$ cat src/rtl/key_cfg_ctrl_pkg.sv
// Shared constants for the key configuration controller: key indices, FSM encoding, mode count.
// No logic of its own; imported by key_cfg_ctrl and rr_arb4.
package key_pkg;

    localparam logic [1:0] KEY_VUP  = 2'd0;
    localparam logic [1:0] KEY_VDN  = 2'd1;
    localparam logic [1:0] KEY_MODE = 2'd2;
    localparam logic [1:0] KEY_MUTE = 2'd3;

    localparam int KEY_NUM  = 4;
    localparam int MODE_NUM = 4;
    localparam logic [1:0] MODE_MAX = 2'(MODE_NUM - 1);

    localparam logic [1:0] ST_INIT = 2'd0;
    localparam logic [1:0] ST_IDLE = 2'd1;
    localparam logic [1:0] ST_SEND = 2'd2;

    function automatic logic [1:0] mode_next(input logic [1:0] m);
        return (m == MODE_MAX) ? 2'd0 : m + 2'd1;
    endfunction

endpackage

$ cat src/rtl/key_cfg_ctrl_rr_arb4.sv
// Combinational round-robin pick over four requests, searching upward from ptr_i (mod 4).
// Zero latency; gnt_o is all-zero when no request is present.
module rr_arb4
    import key_pkg::*;
(
    input  logic [3:0] req_i,
    input  logic [1:0] ptr_i,
    output logic [3:0] gnt_o,
    output logic [1:0] gnt_idx_o
);

    logic [1:0] cand;
    logic [1:0] sel;
    logic       found;

    always_comb begin
        cand  = ptr_i;
        sel   = ptr_i;
        found = 1'b0;
        for (int k = 0; k < KEY_NUM; k++) begin
            cand = ptr_i + 2'(k);
            if (!found && req_i[cand]) begin
                sel   = cand;
                found = 1'b1;
            end
        end
    end

    assign gnt_idx_o = sel;
    assign gnt_o     = found ? (4'b0001 << sel) : 4'b0000;

endmodule

$ cat src/rtl/key_cfg_ctrl.sv
// Collects key press pulses, serves them round-robin into vol/mode/mute shadow state, and offers
// each update as one config word; a stalled word (cfg_ready low) holds the FSM in SEND while presses keep queueing.
module key_cfg_ctrl
    import key_pkg::*;
#(
    parameter int VOL_W   = 4,
    parameter int VOL_DEF = 8,
    parameter int DBL_WIN = 2_500_000
) (
    input  logic             clk,
    input  logic             rst,
    input  logic [3:0]       key_on,
    input  logic             cfg_ready,
    output logic             cfg_valid,
    output logic [VOL_W-1:0] cfg_vol,
    output logic [1:0]       cfg_mode,
    output logic             cfg_mute,
    output logic [3:0]       pend,
    output logic             ovf
);

    localparam int WIN_W = $clog2(DBL_WIN + 1);
    localparam logic [VOL_W-1:0] VOL_MAX   = {VOL_W{1'b1}};
    localparam logic [VOL_W-1:0] VOL_RST   = VOL_W'(VOL_DEF);
    localparam logic [WIN_W-1:0] WIN_LOAD  = WIN_W'(DBL_WIN);

    logic [1:0]       state_q, state_d;
    logic [3:0]       pend_q,  pend_d;
    logic [1:0]       rr_q,    rr_d;
    logic [VOL_W-1:0] vol_q,   vol_d;
    logic [1:0]       mode_q,  mode_d;
    logic             mute_q,  mute_d;
    logic [WIN_W-1:0] win_q,   win_d;
    logic             ovf_q,   ovf_d;

    logic [3:0] gnt;
    logic [1:0] gnt_idx;
    logic       grant_en;
    logic [3:0] clr;

    rr_arb4 u_arb (
        .req_i     (pend_q),
        .ptr_i     (rr_q),
        .gnt_o     (gnt),
        .gnt_idx_o (gnt_idx)
    );

    assign grant_en = (state_q == ST_IDLE) && (pend_q != 4'b0000);
    assign clr      = grant_en ? gnt : 4'b0000;

    always_comb begin
        state_d = state_q;
        rr_d    = rr_q;
        vol_d   = vol_q;
        mode_d  = mode_q;
        mute_d  = mute_q;
        win_d   = (win_q != '0) ? win_q - WIN_W'(1) : '0;
        // A press on a bit being granted this cycle re-arms it; only a press on a bit that stays set is lost.
        pend_d  = (pend_q & ~clr) | key_on;
        ovf_d   = ovf_q | (|(key_on & pend_q & ~clr));

        case (state_q)
            ST_INIT: state_d = ST_SEND;
            ST_IDLE: begin
                if (grant_en) begin
                    state_d = ST_SEND;
                    rr_d    = gnt_idx + 2'd1;
                    case (gnt_idx)
                        KEY_VUP: if (vol_q != VOL_MAX) vol_d = vol_q + VOL_W'(1);
                        KEY_VDN: if (vol_q != '0)      vol_d = vol_q - VOL_W'(1);
                        KEY_MODE: begin
                            // Second mode press inside the window jumps back to mode 0.
                            if (win_q != '0) begin
                                mode_d = 2'd0;
                                win_d  = '0;
                            end else begin
                                mode_d = mode_next(mode_q);
                                win_d  = WIN_LOAD;
                            end
                        end
                        KEY_MUTE: mute_d = ~mute_q;
                        default:  ;
                    endcase
                end
            end
            ST_SEND: if (cfg_ready) state_d = ST_IDLE;
            default: state_d = ST_INIT;
        endcase
    end

    always_ff @(posedge clk) begin
        if (rst) begin
            state_q <= ST_INIT;
            pend_q  <= 4'b0000;
            rr_q    <= 2'd0;
            vol_q   <= VOL_RST;
            mode_q  <= 2'd0;
            mute_q  <= 1'b0;
            win_q   <= '0;
            ovf_q   <= 1'b0;
        end else begin
            state_q <= state_d;
            pend_q  <= pend_d;
            rr_q    <= rr_d;
            vol_q   <= vol_d;
            mode_q  <= mode_d;
            mute_q  <= mute_d;
            win_q   <= win_d;
            ovf_q   <= ovf_d;
        end
    end

    assign cfg_valid = (state_q == ST_SEND);
    assign cfg_vol   = vol_q;
    assign cfg_mode  = mode_q;
    assign cfg_mute  = mute_q;
    assign pend      = pend_q;
    assign ovf       = ovf_q;

endmodule
$ cat config.mk
export PLATFORM = sky130hd
export DESIGN_NAME = key_cfg_ctrl
export DESIGN_NICKNAME = d
export VERILOG_FILES = /design/src/rtl/key_cfg_ctrl_pkg.sv /design/src/rtl/key_cfg_ctrl_rr_arb4.sv /design/src/rtl/key_cfg_ctrl.sv
export SDC_FILE = /design/constraint.sdc
export NUM_CORES = 1
export LEC_CHECK = 0
export CAP_MARGIN = 40
export CORE_MARGIN = 4
export CORE_UTILIZATION = 50
export DETAILED_ROUTE_END_ITERATION = 12
export PLACE_DENSITY = 0.69
export SETUP_SLACK_MARGIN = 0.5
export SLEW_MARGIN = 20
export SYNTH_ARGS = -nofsm -noshare
export SYNTH_HDL_FRONTEND = slang
export SYNTH_SLANG_ARGS = --single-unit
$ cat constraint.sdc
create_clock -name clk -period 6 [get_ports clk]
set_clock_uncertainty 0.15 [all_clocks]
set_input_delay 0.6 -clock clk [delete_from_list [all_inputs] [get_ports clk]]
set_output_delay 0.6 -clock clk [all_outputs]
set_load 0.005 [all_outputs]
* Yosys cells after proc, flatten, opt, wreduce, memory -nomap -nowiden
Index checks and enable logic that the tools add are counted.
** Cells by class
- Add/subtract/negate cells :: 8
- $mul :: 0
- Div/mod/pow operators :: 0
- $lt $le $gt $ge :: 4
- Equality and inequality tests :: 11
- Shifts and indexed selects :: 1
- Mux-type cells :: 30
- Bitwise gates (word level) :: 7
- Reductions and logical operators :: 19
** Operators by type and width (count)
- two-way mux 22 bit :: 5
- nonzero test 22 bit :: 1
- subtractor 22 x 1 -> 22 bit, second input constant :: 1
- two-way mux 4 bit :: 4
- two-way mux 2 bit :: 7
- bitwise AND 4 bit :: 3
- < comparator 2 x 3 -> 1 bit, second input constant :: 4
- binary-select mux 1 bit (select 2 bit) :: 4
- equality test 2 bit, second input constant :: 4
- two-way mux 1 bit :: 8
- inequality test 2 bit, second input constant :: 4
- case mux 4 bit (2 select lines) :: 1
- nonzero test 4 bit :: 2
- adder 2 x 1 -> 2 bit, second input constant :: 3
- case mux 2 bit (3 select lines) :: 1
- AND reduction 3 bit :: 2
- AND reduction 5 bit :: 1
- adder 2 bit, second input constant :: 2
- adder 4 x 1 -> 4 bit, second input constant :: 1
- equality test 2 x 1 -> 1 bit, second input constant :: 2
- logical AND 1 bit :: 4
- zero test 2 bit :: 2
- inequality test 4 bit, second input constant :: 1
- inverter 4 bit :: 1
- 9 further kinds :: 12
** Word-level totals
- Register bits after elaboration :: 38
- Latch bits :: 0
- Memory bits (writable) :: 0
- Bits in read-only memories :: 0
- Input port bits :: 7
- Output and inout port bits :: 13
- Word-level logic and storage cells :: 88
- Memories :: 0

* Depth between registers and ports, before layout
- Word-level depth :: 19
- Mapped depth :: 12
- Gate-level depth less buffers :: 12

* Modules after synthesis
A second synthesis with hierarchy kept.
** Second synthesis, totals
- Cells, all modules :: 254
- Area total of the unflattened synthesis :: 2085.8 sq um
** By module, submodules not included
- key_cfg_ctrl :: instances 1, cells each 219, area an instance 1844.3 sq um, sequential area each 760.7 sq um
- rr_arb4 :: instances 1, cells each 35, area an instance 241.5 sq um, sequential area each 0.0 sq um

* Worst setup path before layout
Ideal clock, no wire load.
- Kind :: reg-to-reg
- Start point :: register pend_q[0], in the netlist pend[0]
- End point :: register win_q[11]
- Arrival time :: 2.218 ns
- Data required time :: 5.733 ns
- Setup slack :: 3.515 ns
- Stages on the path, launching flop included :: 12
- Period minus slack after synthesis :: 2.485 ns
- Path through :: dfxtp_1 nor2b_1 a21oi_1 o221a_2 inv_1 ha_1 nor3b_1 a21oi_1 nand2b_1 buf_2 buf_2 nor2_1
** On the way
- Word-level cells in the longest chain between the ends :: 16
** Ends and longest elaborated chain
- start, declared :: RTL line key_cfg_ctrl.sv:28 : logic [3:0] pend_q, pend_d;
- start signal, assigned :: RTL line key_cfg_ctrl.sv:103 : pend_q <= pend_d;
- binary-select mux 1 bit (select 2 bit) :: RTL line key_cfg_ctrl_rr_arb4.sv:22 : if (!found && req_i[cand]) begin
- two-way mux 1 bit (implied by the code) :: RTL line key_cfg_ctrl_rr_arb4.sv:22
- two-way mux 1 bit :: RTL line key_cfg_ctrl_rr_arb4.sv:22
- zero test 1 bit :: RTL line key_cfg_ctrl_rr_arb4.sv:22
- logical AND 1 bit :: RTL line key_cfg_ctrl_rr_arb4.sv:22
- two-way mux 1 bit :: RTL line key_cfg_ctrl_rr_arb4.sv:22
- zero test 1 bit :: RTL line key_cfg_ctrl_rr_arb4.sv:22
- logical AND 1 bit :: RTL line key_cfg_ctrl_rr_arb4.sv:22
- two-way mux 1 bit :: RTL line key_cfg_ctrl_rr_arb4.sv:22
- zero test 1 bit :: RTL line key_cfg_ctrl_rr_arb4.sv:22
- logical AND 1 bit :: RTL line key_cfg_ctrl_rr_arb4.sv:22
- two-way mux 2 bit :: RTL line key_cfg_ctrl_rr_arb4.sv:22
- equality test 2 bit :: RTL line key_cfg_ctrl.sv:68 : case (gnt_idx)
- two-way mux 22 bit :: RTL line key_cfg_ctrl.sv:68
- two-way mux 22 bit (*) :: RTL line key_cfg_ctrl.sv:65 : if (grant_en) begin
- two-way mux 22 bit (*) :: RTL line key_cfg_ctrl.sv:62 : case (state_q)
- end signal, assigned :: RTL line key_cfg_ctrl.sv:108 : win_q <= win_d;
- end, declared :: RTL line key_cfg_ctrl.sv:33 : logic [WIN_W-1:0] win_q, win_d;
Mark *: on every way between the ends. The rest lies on a longest branch, timed or not. The select of a mux whose other input is x is not followed.
A chain may end at the register's enable or synchronous reset.

* Worst setup path after layout
- Start point :: register pend_q[0], in the netlist pend[0]
- End point :: register win_q[21]
The elaborated chain is that of the path after synthesis.

==> flow_metrics.tcl <==
set metrics [dict create \
    cp-startpoint "pend[0]" \
    cts.sinks 38 \
    cp.required_ns 5.99 \
    synthToLayoutAreaGrowth_pct 16.3 \
    rsz0062_at_grt "false" \
    final_antenna_net_count 0 \
    worst-slew-pin-transition_ns 0.643 \
    die_width_um 70.7 \
    clock.fmax_mhz 341 \
    first_iter_violations 157 \
    cp_data_arrival_time_ns 2.92 \
    cp-start-kind "flip-flop" \
    syn_area_mm2 0.00197 \
    wl_per_cell_um 12.4 \
    cts_resized 0 \
    worstHoldPathType "flip-flop to flip-flop" \
    cts_tree "yes" \
    relSlewSlack_pct 57.1 \
    critPathKind "flip-flop to flip-flop" \
    drt_pass1_iterations 4 \
    grt_usage_pct 15.6 \
    fin_cells 303 \
    cts_inserted_buffers 5 \
    die_h_um 70.7 \
    fin_tns_setup_ns 0 \
    min_from "cfg_mode[1]" \
    ys_seq_area_share_pct 38.7 \
    ctsHoldBuffers 0 \
    syn_nets 249 \
    cts_setup_buffers 0 \
    grt_pass1_wl_mm 6.44 \
    antenna_found_initial 0 \
    clk_latency_ns 0.28 \
    clk_pin_slew_ns 0.07 \
    end_kind "flip-flop" \
    h-tree-depth 2 \
    grt_max_degree 27 \
    synth_cells 234 \
    hpwl_mm 2.76 \
    drv_cap 0 \
    cp_max_fo 17 \
    yosys_warnings 0 \
    outcome "completed" \
    p_leak_nw 0.862 \
    pin_count 20 \
    layout_setup_ws_ns 3.07 \
    gp_congestion 0.792 \
    worst_hold_slack_ns 0.324 \
    cts_root_buf "clkbuf_8" \
    initial_core_util_pct 52.5 \
    dp.cells 295 \
    maxSlewViolCount 0 \
    die_area_mm2 0.00500 \
    ys_types 40 \
    grt_pass1_vias 1486 \
    diodes 0 \
    setup_violations 0 \
    period_share_pct 48.9 \
    reg2reg_from "pend[0]" \
    powerDensity_mw_per_mm2 432 \
    final_layout_size_suffix_gt1_share_pct 7.06 \
    grt-ovfl-total 0 \
    via_per_inst 5.29 \
    period_minus_slack_ns 2.93 \
    hold_violations 0 \
    fin_nets 269 \
    drcViolationCount 0 \
    synth_seq_cells 38 \
    io_buffer_count 19 \
    drt_wl_total_mm 3.75 \
    core_mm2 0.00374 \
    clockBufferDepth 2 \
    row_count 22 \
    vias 1603 \
    peakVddDrop_uv 278 \
    syn_avg_cell_area_um2 8.41 \
    place_ws_ns 3.08 \
]
## state kept, by name, summed over array words and instances, names as in the netlist
signal,count
pend,4
cfg_vol,4
rr_q,2
cfg_mute,1
state_q,2
ovf,1
win_q,22
cfg_mode,2
## worst max-delay path, cell delays in order (launching register included)
cell and delay [ns]:
dfxtp_1 0.45, nor2b_1 0.19, a21oi_1 0.06, o221a_2 0.30, inv_1 0.09, ha_1 0.16
nor3b_1 0.50, a21oi_1 0.20, nand2b_1 0.52, o22ai_1 0.17
## synthesized netlist by cell type (all sizes together)
cell / instances / area (um2)
ha: 8 / 100
or4: 7 / 63.8
a211o: 1 / 8.76
nand2b: 3 / 18.8
nor4bb: 1 / 10.0
nor3b: 4 / 30.0
nand4: 2 / 12.5
o221a: 1 / 11.3
a31oi: 1 / 6.26
or4b: 1 / 10.0
or2: 1 / 6.26
or3: 3 / 18.8
xor2: 8 / 70.1
mux2i: 2 / 20.0
a21boi: 3 / 22.5
o22ai: 4 / 25.0
a22oi: 1 / 7.51
a21oi: 16 / 80.1
nand2: 17 / 63.8
or3b: 2 / 17.5
dfxtp: 38 / 761
o21ai: 7 / 35.0
xnor2: 17 / 149
nor4: 7 / 56.3
clkbuf: 5 / 18.8
a21o: 1 / 7.51
nor2: 38 / 143
nor2b: 7 / 43.8
and3b: 1 / 8.76
a211oi: 3 / 27.5
nor3: 9 / 45.0
buf: 2 / 10.0
nand3b: 1 / 7.51
nand3: 5 / 25.0
inv: 7 / 26.3
## layer usage
layer	GRT usage (%)	vias to the layer above	part of all wire [%]
li1	-	860	-
met1	22.0	722	53
met2	23.6	16	43
met3	2.98	5	2.6
met4	5.64	0	1.3
met5	0	-	0
## cell usage in the layout (no fill, tap or decap), types with 4 or more instances in the layout
master / n
inv_1: 7
nor4_1: 5
o22ai_1: 4
xnor2_1: 17
nor2_1: 38
o21ai_0: 6
xor2_1: 8
nand2_1: 17
or4_1: 4
a21oi_1: 16
ha_1: 8
clkdlybuf4s50_1: 19
nor3b_1: 4
clkbuf_8: 6
nor3_1: 9
nand3_1: 5
dfxtp_1: 38
nor2b_1: 7
## power breakdown
group | internal, mW | switching [mW] | leakage, nW
Combinational | 0.215 | 0.220 | 0.503
Sequential | 0.311 | 0.0663 | 0.312
Clock | 0.0926 | 0.0844 | 0.0482
## layout make-up
class / count / area [um2]
multi-input combinational: 182 / 1150
timing repair buffer: 20 / 198
inverter: 7 / 26.3
fill: 357 / 1460
clock buffer: 7 / 86.3
sequential: 38 / 761
tap: 48 / 60.1
clock inverter: 1 / 5.00
## through the flow
step / total power, mW / area (um2) / utilization (%)
after floorplan: 0.740 / 1970 / -
after global placement: 0.813 / 2200 / 58.7
final: 0.989 / 2290 / 61.1
after detailed placement: 0.819 / 2200 / 58.7
after global routing: 1.07 / 2290 / 61.1
after CTS: 0.997 / 2290 / 61.1
## logic make-up after synthesis
logic type | synth area share (%)
muxes | 1.02
buffers and inverters | 2.80
AOI/OAI and AO/OA | 11.8
adders and majority gates | 5.09
DFF | 38.7
xor gates and xnor gates | 11.1
and+or+nand+nor | 29.5
## worst paths after layout
path	endpoint	slack, ns	cells past startpoint
worst max-delay path	win_q[21]	3.07	9
worst min-delay path	cfg_mode[1]	0.32	2
worst max register to register	win_q[21]	3.07	9
worst min register to register	cfg_mode[1]	0.32	2
No activity file was read; power rests on OpenSTA's default activity.
==> edit 1 (same settings) <==
The parameter `VOL_W` goes from 4 to 3.
--- a/src/rtl/key_cfg_ctrl.sv
+++ b/src/rtl/key_cfg_ctrl.sv
@@ -3,7 +3,7 @@
 module key_cfg_ctrl
     import key_pkg::*;
 #(
-    parameter int VOL_W   = 4,
+    parameter int VOL_W   = 3,
     parameter int VOL_DEF = 8,
     parameter int DBL_WIN = 2_500_000
 ) (
Interface: changed (resized cfg_vol); port bits go from 20 to 19. No check against the original RTL was run, so the function may have changed too.
==> edit 1 against the original RTL <==
- first-iteration DRC count is 32% lower
- count of clock-buffer cells in the layout is 1 lower
- synthesized area decreased by 8.2%
- sequential power is 8.2% lower
- clock power shrank 29%
- design area fell by 9.4%
- non-clock buffer count shrank 2
- total power fell by 16%
- routed wire length grew 1.1%
- sequential cell count shrank 1
- critical path type unchanged
- worst setup slack improved by 0.14 ns
- largest cell class unchanged
==> edit 1: results (changes against the original RTL) <==
| Metric | Value |
|---|---|
| Outcome | complete, no violations |
| Largest net degree at the start of global routing | 22 (-19%) |
| Pleak | 0.795 nW (-7.8%) |
| Number of nets in the layout | 244 (-9.3%) |
| Non-Clock Buffer Count | 18 (-10%) |
| WHS Endpoint | win_q[0] |
| Wire length on met3 | 174 um (+79%) |
| Num sequential | 37 (-2.6%) |
| Synth top cells by count | 46 x nor2_1, 37 x dfxtp_1, 15 x a21oi_1 |
| Port bufs | 18 (-1) |
| Vias in the first global route | 1,521 (+2.4%) |
| Hold slack | 0.339 ns (+0.0153 ns) |
| Peak supply drop | 0.000267 V (-4.0%) |
| Top post-synthesis cells by area | dfxtp_1 41%, nor2_1 9.6%, xnor2_1 4.9% |
| Gpl congestion | 0.902 (+14%) |
| Hold path start | win_q[0] |
| Clk cell area share | 0.0247 (-0.0152) |
| Sw Pwr | 0.343 mW (-7.6%) |
| Internal | 0.492 mW (-21%) |
| First-pass GRT wire length | 6580 um (+2.3%) |
| Worst skew pair latency | 0.34 ns (+0.06 ns) |
| Global routing usage on met3 | 0.0509 (+0.0211) |
| Multi-input logic area | 1020 sq um (-11%) |
| CTS Root Cell | clkbuf_4 |
| Slowest stage cell, crit path | or4_4 |
| Worst hold path cell count | 1 (-1) |
| Comb power | 0.363 mW (-17%) |
| Worst-Margin Slew | 0.704 ns (+0.0612 ns) |
| R2R Setup Slk | 3.20 ns (+0.14 ns) |
| Synthesized Nets | 224 (-10%) |
| Data buffer area share | 0.0869 (+0.000471) |
| Final worst setup slack | 3.20 ns (+0.135 ns) |
| Register Area | 741 sq um (-2.6%) |
edit 1: changes by cell type in the layout (fill, tap and decap cells not counted), sizes merged, moves of 5 or more:
cell	change
or4	-5
nor2	+8
nand2	-6
xnor2	-7
edit 1: cell families (layout without fill, tap and decap cells):
kind of cell,after synthesis,count (layout),share of synthesized area
AO/OA/AOI/OAI,41,41,0.141
buffers and inverters,11,32,0.0243
AND/OR/NAND/NOR,93,93,0.269
multiplexers,1,1,0.00554
XOR/XNOR,20,20,0.0970
adder cells (fa/ha/maj),7,7,0.0527
flip-flops,37,37,0.410
edit 1: metrics by stage:
stage | cell area (sq um) | std cells | utilization
after floorplan | 1810 | 210 | -
after global placement | 2020 | 269 | 0.592
after detailed placement | 2020 | 269 | 0.592
after CTS | 2070 | 277 | 0.607
after global routing | 2070 | 277 | 0.607
final | 2070 | 277 | 0.607
==> edit 2 (same settings) <==
Made on the original files. Remove the case item `KEY_VUP` of the case on `gnt_idx`.
--- a/src/rtl/key_cfg_ctrl.sv
+++ b/src/rtl/key_cfg_ctrl.sv
@@ -66,7 +66,6 @@
                     state_d = ST_SEND;
                     rr_d    = gnt_idx + 2'd1;
                     case (gnt_idx)
-                        KEY_VUP: if (vol_q != VOL_MAX) vol_d = vol_q + VOL_W'(1);
                         KEY_VDN: if (vol_q != '0)      vol_d = vol_q - VOL_W'(1);
                         KEY_MODE: begin
                             // Second mode press inside the window jumps back to mode 0.
Formal check against the unedited RTL: not equivalent (Yosys sat finds a counterexample within 4 cycles, from zero or initial values and one cycle with rst high).
==> edit 2 against the original RTL <==
- worst setup slack improved by 0.30 ns
- hold slack improved by 0.012 ns
- design area unchanged
- total power is 2.7% higher
- routed wire length fell by 1.9%
- utilization unchanged
- sequential cell count unchanged
- synthesized area is 1.3% higher
- combinational power is 6.4% higher
- global-route usage rose by 0.81 points
- critical endpoint is now win_q[17]
- largest power group unchanged
==> edit 2: results (changes against the original RTL) <==
| Metric | Value |
|---|---|
| Worst skew pair latency | 0.29 ns |
| Outcome | complete, no violations |
| Detailed Route Iter0 Violations | 54 (-66%) |
| Wire length on met3 | 126 um (+30%) |
| Highest Signal Layer | met4 |
| Worst slack, placed | 3.34 ns (+0.261 ns) |
| Final WL | 3680 um (-1.9%) |
| Post-Synth XOR/XNOR Area | 0.0967 (-0.0147) |
| Adder-Cell Fraction of Synth Area | 0.0439 (-0.00695) |
| Cell total after placement | 283 (-4.1%) |
| Post-synthesis sequential area ratio | 0.382 (-0.00510) |
| CTS Root Cell | clkbuf_8 |
| ANT nets after route | 0 (unchanged) |
| Synth Area in Compound Gates | 0.105 (-0.0129) |
| Post-Route M1 WL | 1730 um (-13%) |
| Post-synthesis cell type count | 47 (+18%) |
| Top post-synthesis cells by area | dfxtp_1 38%, nor2_1 5.6%, xor2_1 5.3% |
| Synth top cells by count | 38 x dfxtp_1, 30 x nor2_1, 20 x nand2_1, 19 x a21oi_1, 12 x xor2_1 |
| Met2 WL | 1720 um (+7.5%) |
| First-pass DRT Iterations | 4 (unchanged) |
| Met2 usage | 0.262 (+0.0257) |
| Sw Pwr | 0.409 mW (+10%) |
| Finished Cell Area | 2290 sq um (unchanged) |
| Top FF cell, synth | dfxtp_1 |
| Worst-Margin Slew | 0.656 ns (+0.0130 ns) |
| Comb pwr share | 0.456 (+0.017) |
| Seq pwr share | 0.365 (-0.017) |
| Post-synthesis mux area share | 0.00502 (-0.00516) |
| Vias post-DR | 1,507 (-6.0%) |
| Total CTS buffers | 5 (unchanged) |
| Fillers | 353 (-1.1%) |
| Min-delay worst type | reg2reg |
| Syn Inst Count | 223 (-4.7%) |
| Global Route met1 Usage | 0.203 (-0.0173) |
| Internal | 0.607 mW (-1.9%) |
| Hpwl dp | 2600 um (-5.5%) |
| Gpl congestion | 0.774 (-2.2%) |
| Synthesized Nets | 237 (-4.8%) |
| Yosys synthesis warning count | 0 (unchanged) |
| Via density | 5.18 (-2.1%) |
| Port bufs | 19 (unchanged) |
| Antenna violations before repair | 0 (unchanged) |
| Fraction of layout cells with a size suffix above 1 | 0.128 (+0.0570) |
| First-pass GRT wire length | 6600 um (+2.5%) |
| Global routing usage on met3 | 0.0398 (+0.00994) |
| Pleak | 0.861 nW (-0.14%) |
| Largest net degree at the start of global routing | 19 (-30%) |
| Clock transition at path regs | 0.07 ns (about the same) |
| Worst EP arrival | 2.70 ns (-0.22 ns) |
| Number of nets in the layout | 256 (-4.8%) |
| Crit path max fanout | 17 (unchanged) |
| Peak supply drop | 0.000182 V (-35%) |
| Total GRT Usage | 0.164 (+0.00810) |
==> edit 2: changes by cell type in the layout (fill, tap and decap cells not counted), moves of 3 or more <==
| cell | before | now |
|---|---|---|
| a21oi_1 | 16 | 19 |
| nand2_1 | 17 | 20 |
| nor2_1 | 38 | 30 |
| nor2_4 | 0 | 9 |
| nor3_1 | 9 | 5 |
| nor3b_1 | 4 | 0 |
| nor4_1 | 5 | 2 |
| o21ai_0 | 6 | 1 |
| xnor2_1 | 17 | 10 |
| xor2_1 | 8 | 12 |
==> edit 2: critical path: stages, from the launching register on <==
cell and delay (ns):
dfxtp_1 0.53, nor2b_1 0.10, o21ai_0 0.16, o221a_2 0.24
inv_1 0.07, ha_1 0.21, and3b_4 0.22, a31oi_4 0.22
nand2b_2 0.41, o22ai_1 0.23
==> edit 2: area by class of cell <==
type / count / area share
Sequential cell: 38 / 0.333
Multi-Input combinational cell: 168 / 0.497
Clock inverter: 1 / 0.00219
Timing Repair Buffer: 20 / 0.0897
Clock buffer: 7 / 0.0377
Tap cell: 48 / 0.0263
Inverter: 9 / 0.0148
==> edit 2: cell families after synthesis <==
logic type,count (synthesis)
muxes,1
and+or+nand+nor,106
DFF,38
AOI/OAI and AO/OA,32
adders and majority gates,7
xor gates and xnor gates,22
buffers and inverters,17
==> edit 2: path summary, 6_finish.rpt <==
| kind | start | end | slack (ns) | cells past startpoint |
|---|---|---|---|---|
| worst max register to register | pend[3] | win_q[17] | 3.36 | 9 |
| worst min-delay path | cfg_mode[1] | cfg_mode[1] | 0.34 | 2 |
| worst max-delay path | pend[3] | win_q[17] | 3.36 | 9 |
| worst min register to register | cfg_mode[1] | cfg_mode[1] | 0.34 | 2 |
